**src/rtl/decode_pkg.sv**
```systemverilog
// decode_pkg: opcodes, format codes and the decoded-instruction payload
// shared by the decode stage and its combinational decoder.
package decode_pkg;

   // Widest supported datapath; the payload is sized for it and narrower
   // instances use the low bits.
   localparam int unsigned XLEN_MAX = 64;

   localparam logic [6:0] OPC_LOAD      = 7'b0000011;
   localparam logic [6:0] OPC_MISC_MEM  = 7'b0001111;
   localparam logic [6:0] OPC_OP_IMM    = 7'b0010011;
   localparam logic [6:0] OPC_AUIPC     = 7'b0010111;
   localparam logic [6:0] OPC_OP_IMM_32 = 7'b0011011;
   localparam logic [6:0] OPC_STORE     = 7'b0100011;
   localparam logic [6:0] OPC_OP        = 7'b0110011;
   localparam logic [6:0] OPC_LUI       = 7'b0110111;
   localparam logic [6:0] OPC_OP_32     = 7'b0111011;
   localparam logic [6:0] OPC_BRANCH    = 7'b1100011;
   localparam logic [6:0] OPC_JALR      = 7'b1100111;
   localparam logic [6:0] OPC_JAL       = 7'b1101111;
   localparam logic [6:0] OPC_SYSTEM    = 7'b1110011;

   typedef enum logic [2:0] {
      FMT_R = 3'd0,
      FMT_I = 3'd1,
      FMT_S = 3'd2,
      FMT_B = 3'd3,
      FMT_U = 3'd4,
      FMT_J = 3'd5
   } fmt_e;

   typedef struct packed {
      logic [XLEN_MAX-1:0] pc;
      logic [6:0]          opcode;
      logic [4:0]          rd;
      logic [4:0]          rs1;
      logic [4:0]          rs2;
      logic [2:0]          funct3;
      logic [6:0]          funct7;
      fmt_e                fmt;
      logic [XLEN_MAX-1:0] imm;
      logic                illegal;
      logic                is_zba;
   } decoded_t;

endpackage

```
**src/rtl/decode_comb.sv**
```systemverilog
// decode_comb: pure field extraction, immediate generation and legality check.
// Zba encodings are accepted only when DECODE_ZBA_EN is defined.
module decode_comb
   import decode_pkg::*;
#(
   parameter int unsigned XLEN = 64
)
(
   input  logic [31:0]     instr,
   input  logic [XLEN-1:0] pc,
   output decoded_t        dec
);

   localparam bit RV64 = (XLEN == 32'd64);

   logic [6:0]  opc;
   logic [2:0]  f3;
   logic [6:0]  f7;
   logic        zba_en;
   logic        sh_f3;
   logic        zba_sh;
   logic        zba_adduw;
   logic        zba_shuw;
   logic        zba_slliuw;
   logic        zba_hit;
   logic        f7_ok;
   logic        legal_opc;
   fmt_e        fmt;
   logic [31:0] imm32;

`ifdef DECODE_ZBA_EN
   assign zba_en = 1'b1;
`else
   assign zba_en = 1'b0;
`endif

   assign opc = instr[6:0];
   assign f3  = instr[14:12];
   assign f7  = instr[31:25];

   // Zba encoding recognition; the .uw forms exist only on RV64
   assign sh_f3      = (f3 == 3'b010) || (f3 == 3'b100) || (f3 == 3'b110);
   assign zba_sh     = (opc == OPC_OP) && (f7 == 7'b0010000) && sh_f3;
   assign zba_adduw  = RV64 && (opc == OPC_OP_32) && (f7 == 7'b0000100) && (f3 == 3'b000);
   assign zba_shuw   = RV64 && (opc == OPC_OP_32) && (f7 == 7'b0010000) && sh_f3;
   assign zba_slliuw = RV64 && (opc == OPC_OP_IMM_32) && (instr[31:26] == 6'b000010)
                       && (f3 == 3'b001);
   assign zba_hit    = zba_sh || zba_adduw || zba_shuw || zba_slliuw;

   assign f7_ok = (f7 == 7'b0000000) || (f7 == 7'b0100000) || (f7 == 7'b0000001);

   // Opcode legality and instruction format
   always_comb begin
      legal_opc = 1'b1;
      fmt       = FMT_R;
      case (opc)
         OPC_LUI, OPC_AUIPC:                   fmt = FMT_U;
         OPC_JAL:                              fmt = FMT_J;
         OPC_BRANCH:                           fmt = FMT_B;
         OPC_STORE:                            fmt = FMT_S;
         OPC_JALR, OPC_LOAD, OPC_OP_IMM,
         OPC_MISC_MEM, OPC_SYSTEM:             fmt = FMT_I;
         OPC_OP:                               fmt = FMT_R;
         OPC_OP_IMM_32: begin
            fmt       = FMT_I;
            legal_opc = RV64;
         end
         OPC_OP_32:                            legal_opc = RV64;
         default:                              legal_opc = 1'b0;
      endcase
   end

   // 32-bit immediate for the format, sign bit always at instr[31]
   always_comb begin
      imm32 = 32'd0;
      case (fmt)
         FMT_I:   imm32 = {{20{instr[31]}}, instr[31:20]};
         FMT_S:   imm32 = {{20{instr[31]}}, instr[31:25], instr[11:7]};
         FMT_B:   imm32 = {{19{instr[31]}}, instr[31], instr[7], instr[30:25],
                           instr[11:8], 1'b0};
         FMT_U:   imm32 = {instr[31:12], 12'd0};
         FMT_J:   imm32 = {{11{instr[31]}}, instr[31], instr[19:12], instr[20],
                           instr[30:21], 1'b0};
         default: imm32 = 32'd0;
      endcase
   end

   // Assemble the decoded payload
   always_comb begin
      dec        = '0;
      dec.pc     = XLEN_MAX'(pc);
      dec.opcode = opc;
      dec.rd     = instr[11:7];
      dec.rs1    = instr[19:15];
      dec.rs2    = instr[24:20];
      dec.funct3 = f3;
      dec.funct7 = f7;
      dec.fmt    = fmt;
      dec.imm    = {{32{imm32[31]}}, imm32};
      if (zba_en && zba_slliuw) begin
         dec.imm = XLEN_MAX'(instr[25:20]);
      end
      dec.is_zba  = zba_en && zba_hit;
      dec.illegal = (instr[1:0] != 2'b11) || !legal_opc
                    || (((opc == OPC_OP) || (opc == OPC_OP_32)) && !f7_ok
                        && !(zba_en && zba_hit))
                    || (zba_slliuw && !zba_en);
   end

endmodule

```
**src/rtl/decode_stage.sv**
```systemverilog
// decode_stage: registered instruction decode with a two-entry skid buffer.
// Optional Zba support is enabled by defining DECODE_ZBA_EN.
module decode_stage
   import decode_pkg::*;
#(
   parameter int unsigned XLEN = 64
)
(
   input  logic            clk,
   input  logic            rst,
   input  logic            flush,
   input  logic            in_valid,
   output logic            in_ready,
   input  logic [31:0]     in_instr,
   input  logic [XLEN-1:0] in_pc,
   output logic            out_valid,
   input  logic            out_ready,
   output logic [XLEN-1:0] out_pc,
   output logic [6:0]      out_opcode,
   output logic [4:0]      out_rd,
   output logic [4:0]      out_rs1,
   output logic [4:0]      out_rs2,
   output logic [2:0]      out_funct3,
   output logic [6:0]      out_funct7,
   output logic [2:0]      out_fmt,
   output logic [XLEN-1:0] out_imm,
   output logic            out_illegal,
   output logic            out_is_zba
);

   if ((XLEN != 32'd32) && (XLEN != 32'd64)) begin : g_bad_xlen
      $error("decode_stage: XLEN must be 32 or 64");
   end

   typedef enum logic [1:0] {
      ST_EMPTY = 2'd0,
      ST_ONE   = 2'd1,
      ST_TWO   = 2'd2
   } state_e;

   state_e   state;
   decoded_t dec;
   decoded_t main_q;
   decoded_t skid_q;
   logic     accept;
   logic     issue;

   decode_comb #(.XLEN(XLEN)) u_decode_comb (
      .instr (in_instr),
      .pc    (in_pc),
      .dec   (dec)
   );

   assign accept = in_valid && in_ready;
   assign issue  = out_valid && out_ready;

   // Skid FSM: main register feeds the outputs, skid absorbs one stalled accept
   always_ff @(posedge clk or posedge rst) begin
      if (rst) begin
         state     <= ST_EMPTY;
         main_q    <= '0;
         skid_q    <= '0;
         in_ready  <= 1'b1;
         out_valid <= 1'b0;
      end else if (flush) begin
         state     <= ST_EMPTY;
         in_ready  <= 1'b1;
         out_valid <= 1'b0;
      end else begin
         case (state)
            ST_EMPTY: begin
               if (accept) begin
                  main_q    <= dec;
                  state     <= ST_ONE;
                  out_valid <= 1'b1;
               end
            end
            ST_ONE: begin
               if (accept && !issue) begin
                  skid_q   <= dec;
                  state    <= ST_TWO;
                  in_ready <= 1'b0;
               end else if (accept && issue) begin
                  main_q <= dec;
               end else if (issue) begin
                  state     <= ST_EMPTY;
                  out_valid <= 1'b0;
               end
            end
            ST_TWO: begin
               if (issue) begin
                  main_q   <= skid_q;
                  state    <= ST_ONE;
                  in_ready <= 1'b1;
               end
            end
            default: begin
               state     <= ST_EMPTY;
               in_ready  <= 1'b1;
               out_valid <= 1'b0;
            end
         endcase
      end
   end

   assign out_pc      = main_q.pc[XLEN-1:0];
   assign out_opcode  = main_q.opcode;
   assign out_rd      = main_q.rd;
   assign out_rs1     = main_q.rs1;
   assign out_rs2     = main_q.rs2;
   assign out_funct3  = main_q.funct3;
   assign out_funct7  = main_q.funct7;
   assign out_fmt     = main_q.fmt;
   assign out_imm     = main_q.imm[XLEN-1:0];
   assign out_illegal = main_q.illegal;
   assign out_is_zba  = main_q.is_zba;

endmodule

```
**config.mk**
```make
export PLATFORM = sky130hd
export DESIGN_NAME = decode_stage
export DESIGN_NICKNAME = d
export VERILOG_FILES = /design/src/rtl/decode_pkg.sv /design/src/rtl/decode_comb.sv /design/src/rtl/decode_stage.sv
export SDC_FILE = /design/constraint.sdc
export NUM_CORES = 1
export LEC_CHECK = 0
export ABC_AREA = 1
export ABC_CLOCK_PERIOD_IN_PS = 12710
export CORE_ASPECT_RATIO = 0.6
export CORE_MARGIN = 5
export CORE_UTILIZATION = 45
export CTS_CLUSTER_DIAMETER = 60
export DETAILED_ROUTE_END_ITERATION = 7
export DONT_BUFFER_PORTS = 1
export SLEW_MARGIN = 20
export SYNTH_ARGS = -nofsm -noshare
export SYNTH_HDL_FRONTEND = slang
export SYNTH_SLANG_ARGS = --single-unit
```
**constraint.sdc**
```tcl
create_clock -name clk -period 12.71 [get_ports clk]
set_input_delay 1.9065 -clock clk [delete_from_list [all_inputs] [get_ports clk]]
set_output_delay 1.9065 -clock clk [all_outputs]
set_load 0.05 [all_outputs]
```
# Word-level counts from Yosys, hierarchy flattened
# Cells that the tools add are included.
# totals
register_bits,301
out_inout_bits,167
word_cells,116
# classes
eq_ne,39
n_mux,25
bitwise_logic,1
reduce_logical,27
# ops
operator,count
$mux W165,4
$pmux W165 S3,1
$pmux W32 S5,1
$eq A7 B6 Y1 const B,5
$eq A7 B7 Y1 const B,4
$eq A7 B5 Y1 const B,3
$ne A3 B3 Y1 const B,6
$pmux W3 S5,1
$ne A2 B2 Y1 const B,7
$reduce_or A13 Y1,1
$mux W2,6
$mux W1,9
$ne A4 B4 Y1 const B,2
$eq A7 B1 Y1 const B,1
$eq A7 B2 Y1 const B,1
$eq A7 B4 Y1 const B,1
$logic_and A1 B1 Y1,7
$logic_not A7 Y1,1
$eq A3 B1 Y1 const B,2
$eq A3 B2 Y1 const B,2
$eq A3 B3 Y1 const B,2
$eq A6 B2 Y1 const B,1
$logic_or A1 B1 Y1,6
$pmux W1 S3,2
other kinds (13),16

# Depth between registers and ports, before layout
# logic_depth
word_depth,10
depth_mapped,12
ltp_nobuf,11

# By module
# Synthesis repeated with hierarchy kept, for this count alone.
# hier_totals
hier_cells,2162
hier_area_um2,17047.6
# modules_own_cells
module,n_inst,cells_each,area_per_inst_um2,seq_area_each_um2
decode_stage,1,1849,15142.0,8359.3
decode_comb,1,313,1905.6,0.0

# Worst setup path before layout
# No wires, ideal clock.
# synth_path
kind,register to output
start,"reg, netlist name out_imm[62]"
end,out out_imm[32]
t_arrival_ns,1.432
required_ns,10.804
setup_slack_ns,9.371
stages_incl_launch_ff,2
cell_sequence,dfrtp_1 buf_4
# synth_lines
item,line,rtl
"end, declared",decode_stage.sv:26,"output logic [XLEN-1:0] out_imm,"

==> results.sh <==
export IMPL_outcome="finished, final reports clean"
export IMPL_top_usage_layer="met2"
export IMPL_slew_viol_final=0
export IMPL_ios=268
export IMPL_htree_levels=1
export IMPL_grt_pass1_vias=8876
export IMPL_ys_ff_latch=268
export IMPL_fin_crit_sh_pct=43.69
export IMPL_r2r_end="out_rs2[4]$_DFFE_PP0P_"
export IMPL_regToRegStartpoint="in_ready$_DFFE_PP1P_"
export IMPL_ir_drop_v=0.0002575
export IMPL_postCtsSetupBuffers=0
export IMPL_start_util_pct=46.08
export IMPL_p_int_uw=2057
export IMPL_fillers=2585
export IMPL_ant_nets=0
export IMPL_critPathLaunch="out_imm[62]$_DFFE_PP0P_"
export IMPL_dr_pass1_iters=5
export IMPL_switchingPower_uw=1978
export IMPL_via_per_inst=5.214
export IMPL_layout_drive_gt1_share_pct=6.129
export IMPL_met3_usage_pct=8.965
export IMPL_endpoint="out_imm[36]"
export IMPL_nets=1533
export IMPL_p_leak_uw=0.006639
export IMPL_p_clk_share_pct=22.0
export IMPL_power_total_uw=4035
export IMPL_clockBufferDepth=3
export IMPL_yosysWarnings=0
export IMPL_tightest_slew_ns=1.084
export IMPL_routed_wl_mm=33.12
export IMPL_max_freq_ghz=0.1801
export IMPL_syn_inst=1521
export IMPL_finalWeightedCongestion=0.8290
export IMPL_cts_num_sinks=268
export IMPL_grtUsageMet1_pct=28.88
export IMPL_place_hpwl_mm=21.24
export IMPL_drt_initial_drc_count=905
export IMPL_area_growth_pct=6.843
export IMPL_num_antenna_cells=0
export IMPL_synth_cell_types=29
export IMPL_yosys_mux_area_fraction_pct=0
export IMPL_pwr_share_seq_pct=55.8
export IMPL_yosys_area_share_simple_pct=28.87
export IMPL_critPathKind="flop to output pin"
export IMPL_port_buffers=0
export IMPL_crit_fanout=10
export IMPL_clk_pin_slew_ns=0.06
export IMPL_finalCoreUtilization_pct=49.23
export IMPL_syn_area_per_cell_um2=8.055
export IMPL_finalSetupViolations=0
export IMPL_r2r_worst_path_cells=9
export IMPL_hp_class="flop to flop"
export IMPL_cts_inserted_buffers=26
export IMPL_cts_resized=0
export IMPL_grt_pass1_wl_mm=52.13
export IMPL_fin_tns_setup_ns=0
export IMPL_die_area_mm2=0.03073
export IMPL_post_drt_wl_per_cell_um=18.28
export IMPL_grt_use_met2_pct=31.57
export IMPL_cts_tree="built"
export IMPL_synth_fp_nets=1622
export IMPL_drv_cap=0
export IMPL_skew_ns=0.01390
export IMPL_comb_power_share_pct=22.3
export IMPL_startpoint_type="flop"
export IMPL_overflow=0
export IMPL_synth_fa_ha_area_share_pct=0
export IMPL_grt_max_degree=127
export IMPL_track_usage_pct=21.05
export IMPL_synth_top_family_by_area="simple AND/OR/NAND/NOR gates"
export IMPL_die_w_um=223.0
export IMPL_vias=9448
export IMPL_required_ns=10.80
export IMPL_netlist_area_mm2=0.01225
export IMPL_arrival_ns=3.65
export IMPL_seq_area_frac_synth_pct=54.75
export IMPL_rows=46
export IMPL_antenna_found_initial=0
export IMPL_die_h_um=137.8
export IMPL_rsz0062_at_grt="false"
export IMPL_r2r_setup_slack_ns=8.93
export IMPL_finalHoldViolations=0
export IMPL_power_density_mw_per_mm2=308.2
export IMPL_synth_compound_area_share_pct=8.946
export IMPL_min_period_ns=5.553
export IMPL_drcViolationCount=0
export IMPL_ctsHoldBuffers=0
export IMPL_core_mm2=0.02659
export IMPL_synth_xor_area_share_pct=0
export IMPL_sw_frac_of_total_pct=49.02
export IMPL_clk_latency_ns=0.54
export IMPL_cts_root_buf="clkbuf_16"
export IMPL_worst_setup_path_end_kind="output pin"
export IMPL_max_slew_margin_pct=27.76
sequential cells by signal (all words and copies together) (netlist names):
| register | cells |
|---|---|
| out_illegal | 1 |
| out_imm | 32 |
| out_funct7 | 7 |
| out_funct3 | 3 |
| out_valid | 1 |
| out_pc | 64 |
| skid_q | 132 |
| state | 2 |
| out_rs1 | 5 |
| out_rs2 | 5 |
| in_ready | 1 |
| out_rd | 5 |
| out_fmt | 3 |
| out_opcode | 7 |
cell type report:
type | instances | area [um^2] | share of cell area, %
Clock buffer | 38 | 787.0 | 6.012
Clock inverter | 10 | 200.2 | 1.529
Inverter | 47 | 193.9 | 1.482
Multi-Input combinational cell | 1078 | 4644 | 35.48
Sequential cell | 268 | 6711 | 51.27
Tap cell | 360 | 450.4 | 3.441
Timing Repair Buffer | 11 | 102.6 | 0.7838
worst min-delay path by stage:
stage	startpoint	end	slack, ns	depth (start not counted)
2_1_floorplan	skid_q[101]$_DFFE_PP0P_	skid_q[101]$_DFFE_PP0P_	0.45	2
3_3_place_gp	skid_q[141]$_DFFE_PP0P_	skid_q[141]$_DFFE_PP0P_	0.46	2
3_5_place_dp	skid_q[163]$_DFFE_PP0P_	skid_q[163]$_DFFE_PP0P_	0.46	2
4_1_cts	skid_q[7]$_DFFE_PP0P_	skid_q[7]$_DFFE_PP0P_	0.48	2
5_1_grt	skid_q[125]$_DFFE_PP0P_	skid_q[125]$_DFFE_PP0P_	0.49	2
6_report	skid_q[87]$_DFFE_PP0P_	skid_q[87]$_DFFE_PP0P_	0.48	2
metrics by stage:
| stage | std cells | instance area, um^2 | hold WS (ns) | worst slack (ns) |
|---|---|---|---|---|
| global placement | 1764 | 12100 | 0.4608 | 7.703 |
| CTS | 1812 | 13090 | 0.4823 | 7.118 |
| global route | 1812 | 13090 | 0.4881 | 7.028 |
| detailed placement | 1764 | 12100 | 0.4647 | 7.699 |
| floorplan | 1521 | 12250 | 0.4492 | 3.423 |
| finish | 1812 | 13090 | 0.4768 | 7.157 |
layer usage:
layer,vias to the layer above,routed length (um)
met4,0,622
met5,-,0
met3,37,3407
met2,275,14350
li1,4640,-
met1,4496,14740
cell usage after synthesis:
cell type	n	share of area [%]
nor3b_1	1	0.061
nor2_2	3	0.15
conb_1	1	0.031
nor3_1	5	0.20
a21oi_1	15	0.61
nand4_1	3	0.15
buf_6	5	0.46
o21ai_1	1	0.041
nand3_2	9	0.74
nand3_1	41	1.7
buf_4	43	2.6
o22ai_1	4	0.20
inv_2	7	0.21
o21ai_0	45	1.8
nor2_1	220	6.7
nand2_2	3	0.15
dfstp_2	1	0.21
clkinv_1	3	0.092
o31ai_1	6	0.37
o21a_1	1	0.061
nor2_4	4	0.37
dfrtp_1	267	55
nand2_1	599	18
buf_1	2	0.061
a31oi_1	114	5.8
clkbuf_1	37	1.1
inv_1	37	1.1
nand2_4	3	0.28
buf_2	41	1.7
cell families after synthesis:
group	Yosys count
simple gates	891
flops	268
compound gates	186
buf+inv	175
other cells	1
critical path: stages, from the launching register on:
cell     delay, ns
dfrtp_4       1.12
buf_4         0.99
buf_4         0.99
layout by cell type, fill, tap and decap left out, types with 7 or more instances in the layout:
cell       synthesis  routed
a31oi_1          114     114
clkbuf_16          0      27
nand2_1          599     598
a21oi_1           15      15
nor2_1           220     220
dfrtp_1          267     266
buf_4             43      10
nand3_1           41      41
clkbuf_8           0       7
inv_1             37      36
nand3_2            9       9
o21ai_0           45      45
power by group through the flow:
stage / Clock, uW / Combinational [uW] / Sequential [uW]
6_report: 887 / 898 / 2250
5_1_grt: 943 / 1020 / 2300
4_1_cts: 904 / 909 / 2260
3_5_place_dp: 0 / 905 / 2270
3_3_place_gp: 0 / 878 / 2270
2_1_floorplan: 0 / 868 / 2140
(Power assumes the default switching activity.)
